## src/rtl/move_round_arbiter.sv

```systemverilog
// One movement round per game tick: hero, enemy 0 and enemy 1 each get a
// CALC/WAIT/COMMIT slot that checks bounds, map walls and occupancy before moving.
module move_round_arbiter #(
    parameter logic [3:0] HERO_X0 = 4'd0,
    parameter logic [3:0] HERO_Y0 = 4'd0,
    parameter logic [3:0] E0_X0   = 4'd15,
    parameter logic [3:0] E0_Y0   = 4'd15,
    parameter logic [3:0] E1_X0   = 4'd15,
    parameter logic [3:0] E1_Y0   = 4'd0
) (
    input  logic       clk_1,
    input  logic       rst,
    input  logic       tick,
    input  logic [3:0] hero_dir,
    input  logic [3:0] e0_dir,
    input  logic [3:0] e1_dir,
    output logic [7:0] map_addr,
    input  logic       map_wall,
    output logic [3:0] position_hero_x,
    output logic [3:0] position_hero_y,
    output logic [3:0] e0_x,
    output logic [3:0] e0_y,
    output logic [3:0] e1_x,
    output logic [3:0] e1_y,
    output logic       busy,
    output logic       done,
    output logic       contact,
    output logic       overrun
);

    typedef enum logic [1:0] {
        S_IDLE,
        S_CALC,
        S_WAIT,
        S_COMMIT
    } state_t;

    localparam logic [1:0] SLOT_HERO = 2'd0;
    localparam logic [1:0] SLOT_LAST = 2'd2;

    state_t          state_q, state_d;
    logic [1:0]      slot_q, slot_d;
    logic [2:0][3:0] dir_q, dir_d;
    logic [2:0][3:0] pos_x_q, pos_x_d;
    logic [2:0][3:0] pos_y_q, pos_y_d;
    logic [3:0]      tgt_x_q, tgt_x_d;
    logic [3:0]      tgt_y_q, tgt_y_d;
    logic            tgt_valid_q, tgt_valid_d;
    logic [7:0]      map_addr_q, map_addr_d;
    logic            done_q, done_d;
    logic            contact_q, contact_d;
    logic            overrun_q, overrun_d;

    logic [3:0] cur_x, cur_y, cur_dir;
    logic [3:0] step_x, step_y;
    logic       step_valid;
    logic       occupied, hero_occupied, accept;

    // Current mover's position and latched request.
    always_comb begin
        cur_x   = pos_x_q[0];
        cur_y   = pos_y_q[0];
        cur_dir = dir_q[0];
        case (slot_q)
            2'd1: begin
                cur_x   = pos_x_q[1];
                cur_y   = pos_y_q[1];
                cur_dir = dir_q[1];
            end
            2'd2: begin
                cur_x   = pos_x_q[2];
                cur_y   = pos_y_q[2];
                cur_dir = dir_q[2];
            end
            default: ;
        endcase
    end

    // Direction decode with priority up > down > left > right; no wrap-around,
    // so a step off the grid is invalid and the target falls back to the current cell.
    always_comb begin
        // NOTE: every combinational output gets a default before any branch, otherwise a latch is inferred.
        step_x     = cur_x;
        step_y     = cur_y;
        step_valid = 1'b0;
        if (cur_dir[3]) begin
            step_y     = cur_y - 4'd1;
            step_valid = (cur_y != 4'd0);
        end else if (cur_dir[2]) begin
            step_y     = cur_y + 4'd1;
            step_valid = (cur_y != 4'd15);
        end else if (cur_dir[1]) begin
            step_x     = cur_x - 4'd1;
            step_valid = (cur_x != 4'd0);
        end else if (cur_dir[0]) begin
            step_x     = cur_x + 4'd1;
            step_valid = (cur_x != 4'd15);
        end
        if (!step_valid) begin
            step_x = cur_x;
            step_y = cur_y;
        end
    end

    // Occupancy uses live positions, so earlier commits in this round are seen.
    always_comb begin
        occupied      = 1'b0;
        hero_occupied = 1'b0;
        for (int i = 0; i < 3; i++) begin
            if (i != int'(slot_q) && pos_x_q[i] == tgt_x_q && pos_y_q[i] == tgt_y_q) begin
                occupied = 1'b1;
                if (i == 0) hero_occupied = 1'b1;
            end
        end
        accept = tgt_valid_q && !map_wall && !occupied;
    end

    always_comb begin
        state_d     = state_q;
        slot_d      = slot_q;
        dir_d       = dir_q;
        pos_x_d     = pos_x_q;
        pos_y_d     = pos_y_q;
        tgt_x_d     = tgt_x_q;
        tgt_y_d     = tgt_y_q;
        tgt_valid_d = tgt_valid_q;
        map_addr_d  = map_addr_q;
        done_d      = 1'b0;
        contact_d   = 1'b0;
        overrun_d   = overrun_q || (tick && state_q != S_IDLE);

        case (state_q)
            S_IDLE: begin
                if (tick) begin
                    dir_d   = {e1_dir, e0_dir, hero_dir};
                    slot_d  = SLOT_HERO;
                    state_d = S_CALC;
                end
            end
            S_CALC: begin
                tgt_x_d     = step_x;
                tgt_y_d     = step_y;
                tgt_valid_d = step_valid;
                map_addr_d  = {step_y, step_x};
                state_d     = S_WAIT;
            end
            S_WAIT: begin
                state_d = S_COMMIT;
            end
            S_COMMIT: begin
                for (int i = 0; i < 3; i++) begin
                    if (accept && i == int'(slot_q)) begin
                        pos_x_d[i] = tgt_x_q;
                        pos_y_d[i] = tgt_y_q;
                    end
                end
                contact_d = tgt_valid_q && occupied && (slot_q == SLOT_HERO || hero_occupied);
                if (slot_q == SLOT_LAST) begin
                    done_d  = 1'b1;
                    state_d = S_IDLE;
                end else begin
                    slot_d  = slot_q + 2'd1;
                    state_d = S_CALC;
                end
            end
            default: state_d = S_IDLE;
        endcase
    end

    // NOTE: all state, including the latched directions, is reset; there is no storage array that could be left unreset.
    always_ff @(posedge clk_1 or posedge rst) begin
        if (rst) begin
            state_q     <= S_IDLE;
            slot_q      <= 2'd0;
            dir_q       <= '0;
            pos_x_q     <= {E1_X0, E0_X0, HERO_X0};
            pos_y_q     <= {E1_Y0, E0_Y0, HERO_Y0};
            tgt_x_q     <= 4'd0;
            tgt_y_q     <= 4'd0;
            tgt_valid_q <= 1'b0;
            map_addr_q  <= 8'd0;
            done_q      <= 1'b0;
            contact_q   <= 1'b0;
            overrun_q   <= 1'b0;
        end else begin
            // NOTE: non-blocking assignments keep every flop sampling pre-edge values.
            state_q     <= state_d;
            slot_q      <= slot_d;
            dir_q       <= dir_d;
            pos_x_q     <= pos_x_d;
            pos_y_q     <= pos_y_d;
            tgt_x_q     <= tgt_x_d;
            tgt_y_q     <= tgt_y_d;
            tgt_valid_q <= tgt_valid_d;
            map_addr_q  <= map_addr_d;
            done_q      <= done_d;
            contact_q   <= contact_d;
            overrun_q   <= overrun_d;
        end
    end

    assign map_addr        = map_addr_q;
    assign position_hero_x = pos_x_q[0];
    assign position_hero_y = pos_y_q[0];
    assign e0_x            = pos_x_q[1];
    assign e0_y            = pos_y_q[1];
    assign e1_x            = pos_x_q[2];
    assign e1_y            = pos_y_q[2];
    assign busy            = (state_q != S_IDLE);
    assign done            = done_q;
    assign contact         = contact_q;
    assign overrun         = overrun_q;

endmodule

```

## config.mk

```make
export PLATFORM = sky130hd
export DESIGN_NAME = move_round_arbiter
export DESIGN_NICKNAME = d
export VERILOG_FILES = /design/src/rtl/move_round_arbiter.sv
export SDC_FILE = /design/constraint.sdc
export NUM_CORES = 1
export LEC_CHECK = 0
export ABC_AREA = 0
export CORE_ASPECT_RATIO = 2
export CORE_MARGIN = 2
export CORE_UTILIZATION = 54
export CTS_CLUSTER_SIZE = 24
export DETAILED_ROUTE_END_ITERATION = 16
export PLACE_DENSITY = 0.8
export SKIP_LAST_GASP = 1
export SYNTH_ARGS = -nofsm -noshare
export SYNTH_HDL_FRONTEND = slang
export SYNTH_SLANG_ARGS = --single-unit
```

## constraint.sdc

```tcl
create_clock -name clk_1 -period 3.3 [get_ports clk_1]
set_input_delay 0.495 -clock clk_1 [delete_from_list [all_inputs] [get_ports clk_1]]
set_output_delay 0.495 -clock clk_1 [all_outputs]
set_load 0.02 [all_outputs]
```

==> impl_results.md, run 1 <==
- Fmax: 347 MHz
- Pwr/cell area: 1230 mW/mm^2
- Global Route Usage Sum: 22.4%
- Congestion Overflow GR: 0
- VDD IR-drop max: about 0.0008 V
- Area Overhead vs Synth: 19.3%
- Min-delay src: overrun
- Initial antenna violation count: 0
- Cts repair resizes: 0
- M1 WL: 2.44 mm
- Fin nets: 352
- Full die area: approximately 0.0066 mm^2
- Final Skew: 2.93 ps
- HP Class: reg -> reg
- Vias per cell: 5.85
- Clk_lat worst skew: around 300 ps
- WL/cell: ~17 um
- DP Cell Count: 381
- Avg Synthesized Cell Area: 11.4 um^2
- DRC: 0
- Number of global-route vias before repair: 2,287
- Critical R2R Launch: slot_q[1]
- TritonCTS clock tree: built
- Syn Nets: 308
- Setup crit start kind: flip-flop
- Number of port buffers: 51
- R2R cell count: 11
- Io pins: 52
- Largest net degree at the start of global routing: between 50 and 60
- # diodes: 0
- Synth Cell Area: ~0.0032 mm^2
- Ys async rst share: 100%
- DR iter-0 viols: 97
- Post-CTS Setup Bufs: 0
- Count of flip-flops with a built-in enable after synthesis: 0
- Slew @ Worst Pin: 1040 ps
- Final HPWL DP: 5.11 mm
- CTS buffer count: 5
- Status: completed
- Clk buf depth: 2
- MaxCap Viol Count: 0
- Final Util: 67.2%
- Detail Route Antenna Nets: 0
- Critical path arrival: 3060 ps
- Met3 WL: 220 um
- Hold-fix buffers, CTS: 0
- Synth Flop Type: dfrtp_1
- WL final: 6.66 mm
- Drt pass-1 iters: 4
- Setup TNS Final: 0 ps
- Synth Instances: between 200 and 300
- Slew Viols, Final: 0
- Hold path depth: 1
- Synthesis-stage register bit count: between 50 and 60
- Vert. Die Dim: 113 um
- H-tree depth: 2
- Share of cells above drive strength 1: 22.6%
- Endpoints failing setup: 0
- Reg2reg setup slack: 420 ps
- First-pass GRT wire length: 11.2 mm
- Worst-path fanout max: 14
- Final Hold Vio Count: 0
- Tmin final: 2880 ps
- Critical R2R Capture: tgt_valid_q
- Post-synth cell types: 52
- Final worst path period share: between 80 and 90%
- DR WL met2: 3.78 mm
- Overall die width: ~60 um
- Crit Path Class: reg -> reg
- Top layer in use: met4
- Seq/Total Area, Yosys: 40.9%
- Crit end category: flip-flop
- Leakage: 1.60 nW
- Hold Path End: overrun
- RSZ-0062 raised after global routing: no
- # clock sinks: 52
- Rows: 39
- Hold_ws: approximately 480 ps
- Non-Filler Instances: 389
- Core area: 0.00571 mm^2
- Initial cell density of the core: 56.3%
- Max_slew headroom: 30.3%
- Yosys warns: 0
- Clock Pin Slew Worst Setup and Hold Paths: roughly 60 ps
- Vias post-DR: 2,276
- Gp weighted congestion: 0.872
- Critical path required time: about 3500 ps
- CTS root buf: clkbuf_16
-- report_power, final --
group | internal, mW | switching (mW) | leakage, nW | total [mW]
sequential | 0.968 | 0.374 | 0.610 | 1.34
clock | 0.302 | 0.225 | 0.0701 | 0.527
combinational | 1.35 | 1.49 | 0.915 | 2.84
-- synth_stat cells (2+ instances only) --
cell type | number | area share [%]
mux2i_1 | 2 | 0.62
clkbuf_1 | 3 | 0.35
xnor2_1 | 22 | 6.0
nand2b_1 | 3 | 0.58
o21ai_0 | 9 | 1.4
or4_1 | 3 | 0.70
o211ai_1 | 3 | 0.70
dfstp_2 | 12 | 9.8
o221ai_1 | 2 | 0.54
nand2_1 | 13 | 1.5
a21o_1 | 4 | 0.93
a31oi_1 | 4 | 0.78
nor2_1 | 18 | 2.1
nand2_8 | 3 | 1.9
a21oi_1 | 12 | 1.9
mux2_2 | 13 | 4.6
buf_4 | 2 | 0.47
mux2_4 | 24 | 11
a22oi_1 | 9 | 2.1
ha_1 | 9 | 3.5
nand3_1 | 6 | 0.93
a21oi_2 | 3 | 0.82
nor2b_1 | 2 | 0.39
buf_2 | 4 | 0.62
nand4_1 | 3 | 0.58
o31ai_1 | 3 | 0.70
a22o_1 | 4 | 1.1
xor2_1 | 5 | 1.4
dfrtp_1 | 40 | 31
buf_6 | 9 | 3.2
inv_1 | 13 | 1.5
-- metrics by stage --
| step | power, mW | area [um^2] | worst slack (ps) |
|---|---|---|---|
| 2_1_floorplan | 3.47 | 3220 | 596 |
| 3_3_place_gp | 4.14 | 3690 | 580 |
| 3_5_place_dp | 4.20 | 3690 | 439 |
| 4_1_cts | 4.74 | 3840 | 431 |
| 5_1_grt | 5.07 | 3840 | 199 |
| 6_report | 4.71 | 3840 | 420 |
-- routing by layer --
metal  vias up  global-route usage [%]
met1      1116                    24.7
li1       1095                       -
met5         -                       0
met2        51                    40.0
met4         0                    10.5
met3        14                    4.00
-- critical path, stage by stage, from the launching register on --
cell and delay (ps):
dfrtp_1 410, inv_1 90, ha_1 610, a22oi_1 150, a21oi_1 360, ha_1 210, inv_1 70, a211oi_1 190
a32oi_1 190, o31ai_1 120, a21oi_1 100, mux2_2 270
-- cell type report --
| cell class | instances | area, um^2 |
|---|---|---|
| Timing Repair Buffer | 55 | 541 |
| Fill cell | 473 | 1870 |
| Tap cell | 61 | 76.3 |
| Clock buffer | 7 | 143 |
| Inverter | 13 | 48.8 |
| Sequential cell | 52 | 1320 |
| Multi-Input combinational cell | 200 | 1700 |
| Clock inverter | 1 | 7.51 |
-- cell usage in the layout (no fill, tap or decap), types with 2 or more instances in the layout --
cell type | Yosys | final
ha_1 | 9 | 9
a21oi_2 | 3 | 3
nor2_1 | 18 | 18
dfstp_2 | 12 | 12
a31oi_1 | 4 | 4
mux2i_1 | 2 | 2
nand3_1 | 6 | 6
clkdlybuf4s50_1 | 0 | 51
or4_1 | 3 | 3
o31ai_1 | 3 | 3
dfrtp_1 | 40 | 40
a22oi_1 | 9 | 9
o21ai_0 | 9 | 9
mux2_4 | 24 | 24
clkbuf_16 | 0 | 5
xor2_1 | 5 | 5
buf_4 | 2 | 4
nor2b_1 | 2 | 2
a22o_1 | 4 | 4
xnor2_1 | 22 | 22
nand2_8 | 3 | 3
o211ai_1 | 3 | 3
inv_1 | 13 | 12
o221ai_1 | 2 | 2
a21o_1 | 4 | 4
nand4_1 | 3 | 3
mux2_2 | 13 | 13
a21oi_1 | 12 | 12
nand2_1 | 13 | 13
nand2b_1 | 3 | 3
-- kinds of logic (layout without fill, tap and decap cells) --
logic type	after synthesis	in the layout	share of synthesized area [%]
AND/OR/NAND/NOR	61	61	11.2
XOR/XNOR	27	27	7.35
AO/OA/AOI/OAI	64	64	14.5
multiplexers	39	39	16.4
adder cells (fa/ha/maj)	9	9	3.50
flip-flops	52	52	40.9
buffers and inverters	31	76	6.11
-- worst max path at each step --
stage | start | end | slack, ps | depth (start not counted)
after floorplan | slot_q[0] | tgt_valid_q | 600 | 14
after global placement | slot_q[1] | tgt_valid_q | 580 | 11
after detailed placement | slot_q[1] | tgt_valid_q | 440 | 11
after CTS | slot_q[1] | tgt_valid_q | 430 | 11
after global routing | slot_q[1] | tgt_valid_q | 200 | 11
final | slot_q[1] | tgt_valid_q | 420 | 11
-- state kept, by name, summed over array words and instances, names as in the netlist --
name,cells
overrun,1
e0_x,4
e0_y,4
e1_y,4
position_hero_x,4
tgt_x_q,3
tgt_y_q,4
e1_x,4
tgt_valid_q,1
slot_q,2
contact,1
dir_q,12
map_addr,1
done,1
state_q,2
position_hero_y,4
(Power assumes the default switching activity.)
==> run 2: changes to the inputs <==
--- a/config.mk
+++ b/config.mk
@@ -12,6 +12,8 @@
 export CTS_CLUSTER_SIZE = 24
 export DETAILED_ROUTE_END_ITERATION = 16
 export PLACE_DENSITY = 0.8
+export REMOVE_ABC_BUFFERS = 1
+export SKIP_CTS_REPAIR_TIMING = 1
 export SKIP_LAST_GASP = 1
 export SYNTH_ARGS = -nofsm -noshare
 export SYNTH_HDL_FRONTEND = slang
==> impl_results.md, run 2 (synthesis gave the netlist of run 1 again) <==
- CTS buffer count: 5
- CP Cell Sequence: inv_1 -> ha_1 -> a22oi_1 -> a21oi_1 -> ha_1 -> inv_1 -> a211oi_1 -> a32oi_1 -> o31ai_1 -> a21oi_1 -> mux2_2
- Vias per cell: 5.86
- Setup TNS Final: 0 ps
- CP Buf/Inv Count: 2
- HP Class: reg -> reg
- Full die area: 0.00663 mm^2
- Clock Pin Slew Worst Setup and Hold Paths: around 60 ps
- MaxCap Viol Count: 0
- Vert. Die Dim: about 110 um
- Congestion Overflow GR: 0
- Reg power frac: 28.3%
- Reg2reg setup slack: 360 ps
- Setup crit start kind: flip-flop
- Vias post-DR: 2,280
- Layout fillers: around 450
- Final Skew: 5.89 ps
- DRC: 0
- Leakage: 1.60 nW
- Number of global-route vias before repair: 2,333
- Switching power: 2.13 mW
- Final HPWL DP: 5.22 mm
- Critical R2R Launch: slot_q[1]
- Io pins: 52
- Gp weighted congestion: 0.845
- Critical path arrival: 3110 ps
- Clock Power Share: between 10% and 20%
- Drt pass-1 iters: 4
- Status: completed
- Max reg flops: 12
- Gate power share: 60.7%
- CTS root buf: clkbuf_16
- Largest net degree at the start of global routing: 53
- RSZ-0062 raised after global routing: no
- WL final: just under 7 mm
- WL/cell: between 15 and 20 um
- Hold Path End: overrun
- Clk_lat worst skew: 290 ps
- H-tree depth: 2
- TritonCTS clock tree: built
- VDD IR-drop max: 0.000780 V
- Commonest cells after routing, fill and taps aside: clkdlybuf4s50_1, dfrtp_1, mux2_4
- Min-delay src: overrun
- # diodes: 0
- # clock sinks: 52
- Initial cell density of the core: 56.3%
- Area Overhead vs Synth: 19.3%
- R2R cell count: 11
- Fin nets: 352
- First-pass GRT wire length: 11.5 mm
- Top reg by flops: dir_q
- Number of port buffers: 51
- Max_slew headroom: around 30%
- Crit end category: flip-flop
- Endpoints failing setup: 0
- Slowest CP cell: ha_1
- Share of cells above drive strength 1: between 20% and 30%
- Critical R2R Capture: tgt_valid_q
- Commonest non-fill, non-tap cell in the layout: clkdlybuf4s50_1
- Critical path required time: 3470 ps
- Fmax: around 340 MHz
- Slew Viols, Final: 0
- Net Sw Frac: 44.8%
- Detail Route Antenna Nets: 0
- Global Route Usage Sum: 22.6%
- Worst-path fanout max: 14
- CP peak stage delay: 630 ps
- Final worst path period share: 89.1%
- Internal power: 2.63 mW
- Slew @ Worst Pin: 1040 ps
- Rows: 39
- Post-layout total power: 4.76 mW
- Clk buf depth: 2
- Hold path depth: 1
- Crit path max-delay family: compound AO/OA/AOI/OAI gates
- Overall die width: roughly 60 um
- Tmin final: 2940 ps
- Initial antenna violation count: 0
- Core area: 0.00571 mm^2
- DR iter-0 viols: 45
- Crit Path Class: reg -> reg
- Final Hold Vio Count: 0
- Pwr/cell area: 1240 mW/mm^2
[run 2: cell counts in the layout (fill, tap and decap cells not counted)]
No cell type changed its count.
[run 2: power groups by stage]
stage / Sequential [mW] / Combinational (mW) / Clock, mW
6_report: 1.35 / 2.89 / 0.527
3_5_place_dp: 1.35 / 2.88 / 0
2_1_floorplan: 1.47 / 1.84 / 0
5_1_grt: 1.38 / 3.16 / 0.558
4_1_cts: 1.34 / 2.90 / 0.537
3_3_place_gp: 1.34 / 2.80 / 0
[run 2: layout make-up]
class	instances	area, um^2	share of cell area, %
clock buffers	7	143	3.72
well taps	61	76.3	1.99
inverters	13	48.8	1.27
clock inverters	1	7.51	0.196
repair buffers	55	541	14.1
multi-input cells	200	1700	44.4
flip-flops and latches	52	1320	34.3
[run 2: per-stage QoR]
| stage | utilization (%) | setup slack (ps) | instances | area, um^2 | hold slack, ps |
|---|---|---|---|---|---|
| 2_1_floorplan | - | 478 | 265 | 3070 | 471 |
| 3_5_place_dp | 64.6 | 436 | 381 | 3690 | 451 |
| 3_3_place_gp | 64.6 | 518 | 381 | 3690 | 440 |
| 6_report | 67.2 | 361 | 389 | 3840 | 458 |
| 5_1_grt | 67.2 | 90.3 | 389 | 3840 | 499 |
| 4_1_cts | 67.2 | 405 | 389 | 3840 | 466 |
[run 2: worst max-delay path by stage]
stage               from          end  slack, ps  depth (start not counted)
2_1_floorplan  slot_q[0]  tgt_valid_q        480                         10
3_3_place_gp   slot_q[0]  tgt_valid_q        520                          9
3_5_place_dp   slot_q[1]  tgt_valid_q        440                         11
4_1_cts        slot_q[1]  tgt_valid_q        410                         11
5_1_grt        slot_q[1]  tgt_valid_q         90                         11
6_report       slot_q[1]  tgt_valid_q        360                         11
[run 2: routing by layer]
metal	vias to the layer above	wire [um]	track usage [%]
li1	1095	-	-
met1	1101	2530	24.4
met2	61	3910	41.2
met3	23	184	3.20
met4	0	302	11.1
met5	-	0	0
[run 2: worst reg2reg max path, cell delays in order (launching register included)]
cell,delay (ps)
dfrtp_1,410
inv_1,90
ha_1,630
a22oi_1,150
a21oi_1,370
ha_1,210
inv_1,70
a211oi_1,180
a32oi_1,200
o31ai_1,150
a21oi_1,110
mux2_2,270
